`src/rtl/seg_pkg.sv`:
```
// seg_pkg: shared types and constants for the eight-digit seven-segment scanner
package seg_pkg;
  localparam int NUM_DIGITS = 8;
  typedef struct packed {
    logic       dp;
    logic       blank;
    logic [3:0] hex;
  } digit_t;
  localparam digit_t BLANK_DIGIT = '{dp: 1'b0, blank: 1'b1, hex: 4'h0};
  localparam logic [7:0] SEG_CODE [16] = '{
    8'hFC, 8'h60, 8'hDA, 8'hF2, 8'h66, 8'hB6, 8'hBE, 8'hE0,
    8'hFE, 8'hF6, 8'hEE, 8'h3E, 8'h9C, 8'h7A, 8'h9E, 8'h8E
  };
  typedef enum logic {BLANK, SHOW} state_t;
endpackage

```
`src/rtl/seg_decode.sv`:
```
// seg_decode: combinational digit entry to {a,b,c,d,e,f,g,dp} segment pattern
module seg_decode
  import seg_pkg::*;
(
  input  digit_t     d,
  output logic [7:0] seg
);
  logic [7:0] code;
  assign code = SEG_CODE[d.hex];
  assign seg  = {d.blank ? 7'd0 : code[7:1], d.dp};
endmodule

```
`src/rtl/seg_scan_ctrl.sv`:
```
// seg_scan_ctrl: multiplexed 8-digit scan with shadow/active buffers; SEG_LZS_EN enables leading-zero suppression
module seg_scan_ctrl
  import seg_pkg::*;
#(
  parameter int SCAN_DIV  = 100000,
  parameter int BLANK_CYC = 1000
) (
  input  logic       clk,
  input  logic       rst_n,
  input  logic       disp_en,
  input  logic       wr_en,
  input  logic [2:0] wr_addr,
  input  logic [5:0] wr_data,
  input  logic       commit,
  output logic       pending,
  output logic       frame_tick,
  output logic [7:0] seg_en,
  output logic [7:0] seg_out0,
  output logic [7:0] seg_out1
);
  localparam int CW = $clog2(SCAN_DIV);
  localparam logic [CW-1:0] LAST     = CW'(SCAN_DIV - 1);
  localparam logic [CW-1:0] BLK_LAST = CW'(BLANK_CYC - 1);
  logic [CW-1:0]         cnt;
  logic [2:0]            idx;
  state_t                state, state_n;
  digit_t                shadow [NUM_DIGITS];
  digit_t                active [NUM_DIGITS];
  logic                  slot_end, copy;
  logic [NUM_DIGITS-1:0] dark;
  digit_t                cur;
  logic [7:0]            seg;
  assign slot_end = cnt == LAST;
  assign copy     = frame_tick & (pending | commit);
  // slot counter and digit index; disabled display parks at digit 0, count 0
  always_ff @(posedge clk or negedge rst_n)
    if (!rst_n) begin
      cnt <= '0;
      idx <= '0;
    end else if (!disp_en) begin
      cnt <= '0;
      idx <= '0;
    end else begin
      cnt <= slot_end ? '0 : cnt + 1'b1;
      idx <= slot_end ? idx + 1'b1 : idx;
    end
  // scan state register
  always_ff @(posedge clk or negedge rst_n)
    if (!rst_n) state <= BLANK;
    else        state <= state_n;
  // dead time at the start of each slot, then show until the slot wraps
  always_comb begin
    state_n = state;
    state_n = !disp_en                               ? BLANK :
              (state == BLANK && cnt == BLK_LAST)    ? SHOW  :
              (state == SHOW  && slot_end)           ? BLANK : state;
  end
  // shadow writes, frame-aligned copy to active (pre-write shadow), commit handshake
  always_ff @(posedge clk or negedge rst_n)
    if (!rst_n) begin
      for (int i = 0; i < NUM_DIGITS; i++) begin
        shadow[i] <= BLANK_DIGIT;
        active[i] <= BLANK_DIGIT;
      end
      pending <= 1'b0;
    end else begin
      if (wr_en) shadow[wr_addr] <= digit_t'(wr_data);
      if (copy)  active <= shadow;
      pending <= (pending | commit) & ~copy;
    end
`ifdef SEG_LZS_EN
  logic run;
  // a digit goes dark while it and every higher digit are plain zero; digit 0 never does
  always_comb begin
    dark = '0;
    run  = 1'b1;
    for (int i = NUM_DIGITS - 1; i >= 1; i--) begin
      run     = run & (active[i] == '0);
      dark[i] = run;
    end
  end
`else
  assign dark = '0;
`endif
  assign cur = dark[idx] ? BLANK_DIGIT : active[idx];
  seg_decode u_dec (.d(cur), .seg(seg));
  // registered pins: one digit select and its group bus during SHOW only
  always_ff @(posedge clk or negedge rst_n)
    if (!rst_n) begin
      frame_tick <= 1'b0;
      seg_en     <= '0;
      seg_out0   <= '0;
      seg_out1   <= '0;
    end else begin
      frame_tick <= disp_en & slot_end & (idx == 3'd7);
      seg_en     <= (disp_en && state == SHOW) ? 8'd1 << idx : 8'd0;
      seg_out0   <= (disp_en && state == SHOW && idx[2])  ? seg : 8'd0;
      seg_out1   <= (disp_en && state == SHOW && !idx[2]) ? seg : 8'd0;
    end
endmodule

```
`config.mk`:
```
export PLATFORM = sky130hd
export DESIGN_NAME = seg_scan_ctrl
export DESIGN_NICKNAME = d
export VERILOG_FILES = /design/src/rtl/seg_pkg.sv /design/src/rtl/seg_decode.sv /design/src/rtl/seg_scan_ctrl.sv
export SDC_FILE = /design/constraint.sdc
export NUM_CORES = 1
export LEC_CHECK = 0
export CAP_MARGIN = 20
export CORE_ASPECT_RATIO = 1.2
export CORE_MARGIN = 10
export CORE_UTILIZATION = 53
export CTS_CLUSTER_DIAMETER = 150
export CTS_CLUSTER_SIZE = 10
export DETAILED_ROUTE_END_ITERATION = 8
export PLACE_DENSITY = 0.73
export REMOVE_ABC_BUFFERS = 1
export SYNTH_ARGS = -nofsm -noshare
export SYNTH_HDL_FRONTEND = slang
export SYNTH_SLANG_ARGS = --single-unit
```
`constraint.sdc`:
```
create_clock -name clk -period 2.4 [get_ports clk]
set_clock_uncertainty 0.1 [all_clocks]
set_input_delay 0.6 -clock clk [delete_from_list [all_inputs] [get_ports clk]]
set_output_delay 0.6 -clock clk [all_outputs]
set_load 0.05 [all_outputs]
```
==> results of run 1 <==
==> final cells by class <==
cell class | instances | area (µm²) | area share, %
sequential | 143 | 3600 | 46.9
multi-input combinational | 273 | 2560 | 33.3
timing repair buffer | 71 | 684 | 8.92
clock buffer | 21 | 504 | 6.58
tap | 157 | 196 | 2.56
clock inverter | 11 | 96.3 | 1.26
inverter | 8 | 30.0 | 0.392
==> state kept, by name (all words and copies together), names as in the netlist <==
name / flops
cnt: 17
pending: 1
active: 48
seg_out0: 8
state: 1
shadow: 48
seg_en: 8
idx: 3
frame_tick: 1
seg_out1: 8
==> power groups by stage <==
stage / clock network, µW / registers, µW / logic [µW]
2_1_floorplan: 0 / 2720 / 186
3_3_place_gp: 0 / 2740 / 304
3_5_place_dp: 0 / 2750 / 316
4_1_cts: 2620 / 2710 / 321
5_1_grt: 2710 / 2730 / 351
6_report: 2580 / 2710 / 313
==> synth_stat cells (2+ instances only) <==
cell	count	area [µm²]
nand4_1	5	31.3
and4_1	4	35.0
buf_2	3	15.0
nor3_1	4	20.0
o32a_1	2	20.0
a221oi_1	10	87.6
buf_1	2	7.51
o22ai_1	2	12.5
mux2i_4	2	45.0
nor2b_1	2	12.5
buf_6	4	45.0
nand2b_1	3	18.8
and3_1	10	62.6
nor3b_2	2	25.0
and2_1	2	12.5
nand3_1	10	50.1
clkbuf_1	9	33.8
nand2_1	13	48.8
ha_1	14	175
dfrtp_1	127	3180
xor2_1	8	70.1
nor4_1	2	12.5
a21oi_1	4	20.0
or3_1	2	12.5
nor2_1	23	86.3
dfstp_2	16	420
nand4b_1	3	26.3
or2_0	2	12.5
mux2_2	99	1110
o41ai_1	2	17.5
inv_1	7	26.3
xnor2_1	8	70.1
mux2i_1	4	40.0
o21ai_0	5	25.0
mux4_2	9	203
==> final timing paths <==
path                       depth (start not counted)  slack [ns]       start           to
min in group clk                                   1        0.40  shadow[17]   shadow[17]
setup / recovery                                   1        0.04     pending      pending
setup reg to reg                                   6        0.14      idx[0]  seg_out1[7]
hold reg to reg                                    1        0.40  shadow[17]   shadow[17]
hold / removal                                     1      -0.006       rst_n  seg_out1[3]
max in group asynchronous                          2        1.52       rst_n       idx[0]
==> per-layer routing <==
metal | GRT usage, % | wire length [µm]
met1 | 18.7 | 5260
met2 | 27.0 | 6540
met3 | 4.45 | 533
met4 | 5.98 | 250
met5 | 0 | 0
==> cells in the final DEF (no fill, tap or decap), types with 7 or more instances in the layout <==
cell type / synthesis / final
a221oi_1: 10 / 10
and3_1: 10 / 10
buf_4: 1 / 28
clkbuf_16: 0 / 20
clkdlybuf4s50_1: 0 / 37
clkinv_4: 0 / 7
dfrtp_1: 127 / 126
dfstp_2: 16 / 16
ha_1: 14 / 14
inv_1: 7 / 7
mux2_2: 99 / 99
mux4_2: 9 / 10
nand2_1: 13 / 13
nand3_1: 10 / 10
nor2_1: 23 / 23
xnor2_1: 8 / 8
xor2_1: 8 / 8
==> through the flow <==
| step | total power [µW] | TNS, ns | cells | hold WS (ns) | instance area (µm²) |
|---|---|---|---|---|---|
| 3_5_place_dp | 3070 | -0.627 | 652 | 0.389 | 7060 |
| 5_1_grt | 5790 | 0 | 684 | 0.0194 | 7670 |
| 6_report | 5610 | 0 | 684 | -0.00639 | 7670 |
| 3_3_place_gp | 3040 | -0.526 | 652 | 0.381 | 7060 |
| 4_1_cts | 5660 | 0 | 684 | 0.00353 | 7660 |
| 2_1_floorplan | 2900 | -115.54 | 424 | 0.204 | 6170 |
==> what timing repair did <==
item,in CTS,in global routing
gates resized for setup,0,4
endpoints found under the setup margin,0,14
buffers inserted,0,0
==> kinds of logic (layout without fill, tap and decap cells) <==
kind of cell,Yosys count,in the layout
AND/OR/NAND/NOR,95,95
adder cells (fa/ha/maj),14,14
XOR/XNOR,16,16
multiplexers,116,116
flip-flops,143,143
AO/OA/AOI/OAI,32,32
buffers and inverters,28,111
==> impl_metrics.yaml, run 1 <==
worst_setup_path:
  cpPeakStageDelay_ns: 0.83
  cp-start-kind: "flop"
  cp_max_fo: 3
  cp-end-kind: "output port"
  cp.required_ns: 1.70
  cp_cell_sequence: "clkdlybuf4s50_1"
  path_buf_inv: 1
  crit_type: "flop to output port"
  crit_slowest_cell: "clkdlybuf4s50_1"
  path_delay_family: "buffers and inverters"
  arrival_ns: 1.66
timing:
  finalWorstSetupSlack_ns: 0.0424
  timing.hold.ws_ns: -0.00639
  finalMaxSlewViolations: 0
  hold_violations: 3
  rsz0062_at_grt: "no"
  max_freq_ghz: 0.424
  worst_pin_slew_ns: 0.578
  fin_crit_sh_pct: 98.2
  max_slew_margin_pct: 61.2
  setup_viol: 0
  fin_crit_ns: 2.36
logic_synthesis:
  postSynthAreaPerCell_um2: 14.2
  synth_area_um2: 6280
  muxShareOfSynthArea_pct: 23.0
  synth_edf_count: 0
  ys_ff_latch: 143
  synthAdderAreaFrac_pct: 2.79
  synthXorXnorAreaFrac_pct: 2.23
  synth_compound_area_share_pct: 3.88
  synth_cell_types: 55
  synth.yosys.seq_area_share_pct: 57.3
  synth_top_family_by_area: "multiplexers"
  synth_flop_cell: "dfrtp_1"
  synthSimpleGateAreaFrac_pct: 8.58
  syn-instance-count: 444
  ys_async_sr_fraction_pct: 100
  yosysWarnings: 0
die:
  fp.coreArea_um2: 11600
  fp.dieW_um: 119
  die-area_um2: 16600
  die_h_um: 139
  ios: 40
  start_util_pct: 54.3
  placementRows: 43
cts:
  clk_latency_ns: 0.42
  cts_buffers: 17
  cts_tree: "built"
  path_clk_slew_ns: 0.06
  cts_max_level: 4
  root_buffer: "clkbuf_16"
  clk_path_buf_depth: 2
  postCtsHoldBufs: 0
  cts_sinks: 143
power:
  pwr-share-comb_pct: 5.6
  swShare_pct: 22.9
  clock_power_share_pct: 46.1
  max-vdd-ir-drop_mv: 0.512
  power_density_nw_per_um2: 731
  internal-power_uw: 4320
  switchingPower_uw: 1280
  pwr-share-seq_pct: 48.3
  p_leak_uw: 0.00352
cells_and_area:
  area_growth_pct: 22.0
  drive_gt1_share_pct: 38.3
  nNetsFinal: 542
  n_fill_cell: 839
  diodes: 0
  utilization_pct: 66.3
global_route:
  grt_pass1_vias: 4013
  track_usage_pct: 15.9
  antenna_found_initial: 0
  grt_first_pass_wirelength_um: 21100
  grt_max_degree: 47
  grt-ovfl-total: 0
detailed_routing:
  drc: 0
  drtAntennaViolNets: 0
  routedWlPerCell_um: 18.4
  drt_iter0_drc: 197
  wl_um: 12600
  viasPerCell: 5.52
  vias: 3777
  drtPass1Iterations: 4
run_status:
  violations: "negative hold slack"
  status: "complete, but fails checks"
place:
  dpl.hpwl_um: 8940
  port_buffers: 39
  dp_slack_ns: -0.127
  place_congestion: 0.902
run:
  cap_violations: 0
worst_hold_path:
  holdCritPathClass: "primary input to asynchronous set/reset pin"
(Power assumes the default switching activity.)
==> run 2, diff against run 1 <==
Settings changed: ABC_AREA from default to 1, TNS_END_PERCENT from default to 50.
==> run 2 against run 1 <==
The flow now finishes without violations. Synthesized area increased by 2.4%. Wire length is 13% higher. Final area decreased by 0.57%. Critical path type unchanged. Critical endpoint unchanged.
==> impl_metrics.yaml, run 2 <==
run_status:
  status: "finished, final reports clean"
global_route:
  track_usage_pct: 18.0
  grt-ovfl-total: 0
  antenna_found_initial: 0
  grt_pass1_vias: 5008
  grt_max_degree: 58
  grt_first_pass_wirelength_um: 24400
cts:
  clk_latency_ns: 0.43
  root_buffer: "clkbuf_16"
  cts_tree: "built"
  cts_max_level: 4
  cts_buffers: 17
  cts_sinks: 143
  postCtsHoldBufs: 0
  path_clk_slew_ns: 0.06
  clk_path_buf_depth: 2
power:
  switchingPower_uw: 1320
  internal-power_uw: 4500
  pwr-share-comb_pct: 6.6
  p_leak_uw: 0.00371
  total_power_uw: 5820
  swShare_pct: 22.7
  clock_power_share_pct: 46.7
  power_density_nw_per_um2: 764
  pwr-share-seq_pct: 46.6
  max-vdd-ir-drop_mv: 0.457
logic_synthesis:
  synth.area.top_cells: "dfrtp_1 (49%), nand2_1 (9.0%), dfstp_2 (6.5%), nor2_1 (5.2%), o21ai_0 (5.1%)"
  synth.yosys.seq_area_share_pct: 55.9
  postSynthAreaPerCell_um2: 9.18
  syn-instance-count: 701
  ys_async_sr_fraction_pct: 100
  synth_edf_count: 0
  synth_cell_types: 38
  yosys.area.top_type: "dfrtp_1"
  yosys-top-cells-count: "nand2_1 (154), dfrtp_1 (127), nor2_1 (89)"
  synth_flop_cell: "dfrtp_1"
  synth_most_common_cell: "nand2_1"
  yosysWarnings: 0
  ys_ff_latch: 143
  synth_area_um2: 6440
  yosys.area.top_type_share_pct: 49.4
place:
  dp_slack_ns: 0.219
  port_buffers: 39
  place_congestion: 0.826
  placed_cell_area_um2: 7000
  dpl.hpwl_um: 9740
worst_setup_path:
  cp.required_ns: 1.70
  crit_slowest_cell: "clkdlybuf4s50_1"
  reg2regPathDepth: 13
  cp-end-kind: "output port"
  cp_cell_sequence: "clkdlybuf4s50_1"
  worstSetupStartpoint: "pending"
  arrival_ns: 1.65
  crit_end: "pending"
  reg2reg_slack_ns: 0.24
  cpPeakStageDelay_ns: 0.83
  crit_type: "flop to output port"
  r2r_start: "idx[0]"
  worstSetupPathDepth: 1
  rr_endpoint: "seg_out0[2]"
  path_buf_inv: 1
  cp_max_fo: 3
  cp-start-kind: "flop"
  path_delay_family: "buffers and inverters"
worst_hold_path:
  holdCritPathClass: "primary input to asynchronous set/reset pin"
timing:
  setup_tns_ns: 0
  max_slew_margin_pct: 63.9
  fin_crit_ns: 2.35
  worst_pin_slew_ns: 0.540
  finalWorstSetupSlack_ns: 0.0509
  timing.hold.ws_ns: 0.0416
  setup_viol: 0
  fin_crit_sh_pct: 97.9
  max_freq_ghz: 0.426
  finalMaxSlewViolations: 0
  hold_violations: 0
  rsz0062_at_grt: "no"
detailed_routing:
  viasPerCell: 5.26
  drtPass1Iterations: 5
  wl_um: 14300
  vias: 4825
  drtAntennaViolNets: 0
  routedWlPerCell_um: 15.6
  drt_iter0_drc: 402
  drc: 0
die:
  die_h_um: 141
  start_util_pct: 53.6
  fp.coreArea_um2: 12000
  ios: 40
  die-area_um2: 17000
  placementRows: 44
  fp.dieW_um: 121
cells_and_area:
  drive_gt1_share_pct: 15.1
  reg_top3: "active (48), shadow (48), cnt (17)"
  area_growth_pct: 18.5
  postLayoutCellArea_um2: 7620
  layout_commonest_cell: "nand2_1"
  final_cell_mix: "nand2_1 (154), dfrtp_1 (126), nor2_1 (89), inv_1 (68), o21ai_0 (65)"
  nNetsFinal: 772
  diodes: 0
run:
  cap_violations: 0
run 2: cell types whose count changed after synthesis, sizes merged, moves of 6 or more:
cell / previous run / this run
nor2: 23 / 92
mux2i: 7 / 0
o21ai: 6 / 70
a21oi: 4 / 26
and3: 10 / 0
inv: 8 / 74
buf: 10 / 16
nand3: 10 / 43
nand2: 14 / 157
mux2: 99 / 22
mux4: 10 / 0
nor3: 5 / 11
a221oi: 10 / 0
xnor2: 8 / 0
run 2: area by class of cell:
type / count / area [µm²]
fillers: 1025 / 4380
flip-flops and latches: 143 / 3600
multi-input cells: 457 / 2400
repair buffers: 51 / 522
clock buffers: 22 / 484
inverters: 74 / 288
well taps: 161 / 201
clock inverters: 10 / 134
run 2: power groups by stage:
stage	clock (µW)	sequential, µW	combinational, µW
2_1_floorplan	0	2730	237
4_1_cts	2770	2720	393
3_5_place_dp	0	2750	385
6_report	2720	2720	387
5_1_grt	2880	2740	455
3_3_place_gp	0	2750	363
run 2: repair_timing:
item | CTS | global route
endpoints found under the setup margin | 1 | 6
setup buffers | 0 | 0
resized for setup | 1 | 2
run 2: worst min-delay path by stage:
stage	from	endpoint	cells past startpoint	slack, ns
2_1_floorplan	rst_n	active[0]	0	0.20
3_3_place_gp	shadow[19]	shadow[19]	2	0.36
3_5_place_dp	shadow[36]	shadow[36]	2	0.37
4_1_cts	rst_n	pending	1	0.05
5_1_grt	rst_n	pending	1	0.06
6_report	rst_n	pending	1	0.04
run 2: per-layer routing:
| layer | part of all wire, % | wire, µm | GRT usage [%] |
|---|---|---|---|
| met5 | 0 | 0 | 0 |
| met2 | 50 | 7210 | 30.5 |
| met4 | 3.1 | 446 | 9.10 |
| met1 | 42 | 5930 | 20.6 |
| met3 | 4.8 | 692 | 4.75 |
run 2: cell families after synthesis:
| kind of cell | count (synthesis) | share of synthesized area, % |
|---|---|---|
| AND/OR/NAND/NOR | 317 | 21.7 |
| flip-flops | 143 | 55.9 |
| buffers and inverters | 101 | 7.04 |
| AO/OA/AOI/OAI | 100 | 8.26 |
| multiplexers | 22 | 3.85 |
| adder cells (fa/ha/maj) | 14 | 2.72 |
| XOR/XNOR | 4 | 0.544 |
run 2: through the flow:
step / std cells / utilization (%)
2_1_floorplan: 674 / -
3_3_place_gp: 886 / 58.4
3_5_place_dp: 886 / 58.4
4_1_cts: 918 / 63.5
5_1_grt: 918 / 63.5
6_report: 918 / 63.5
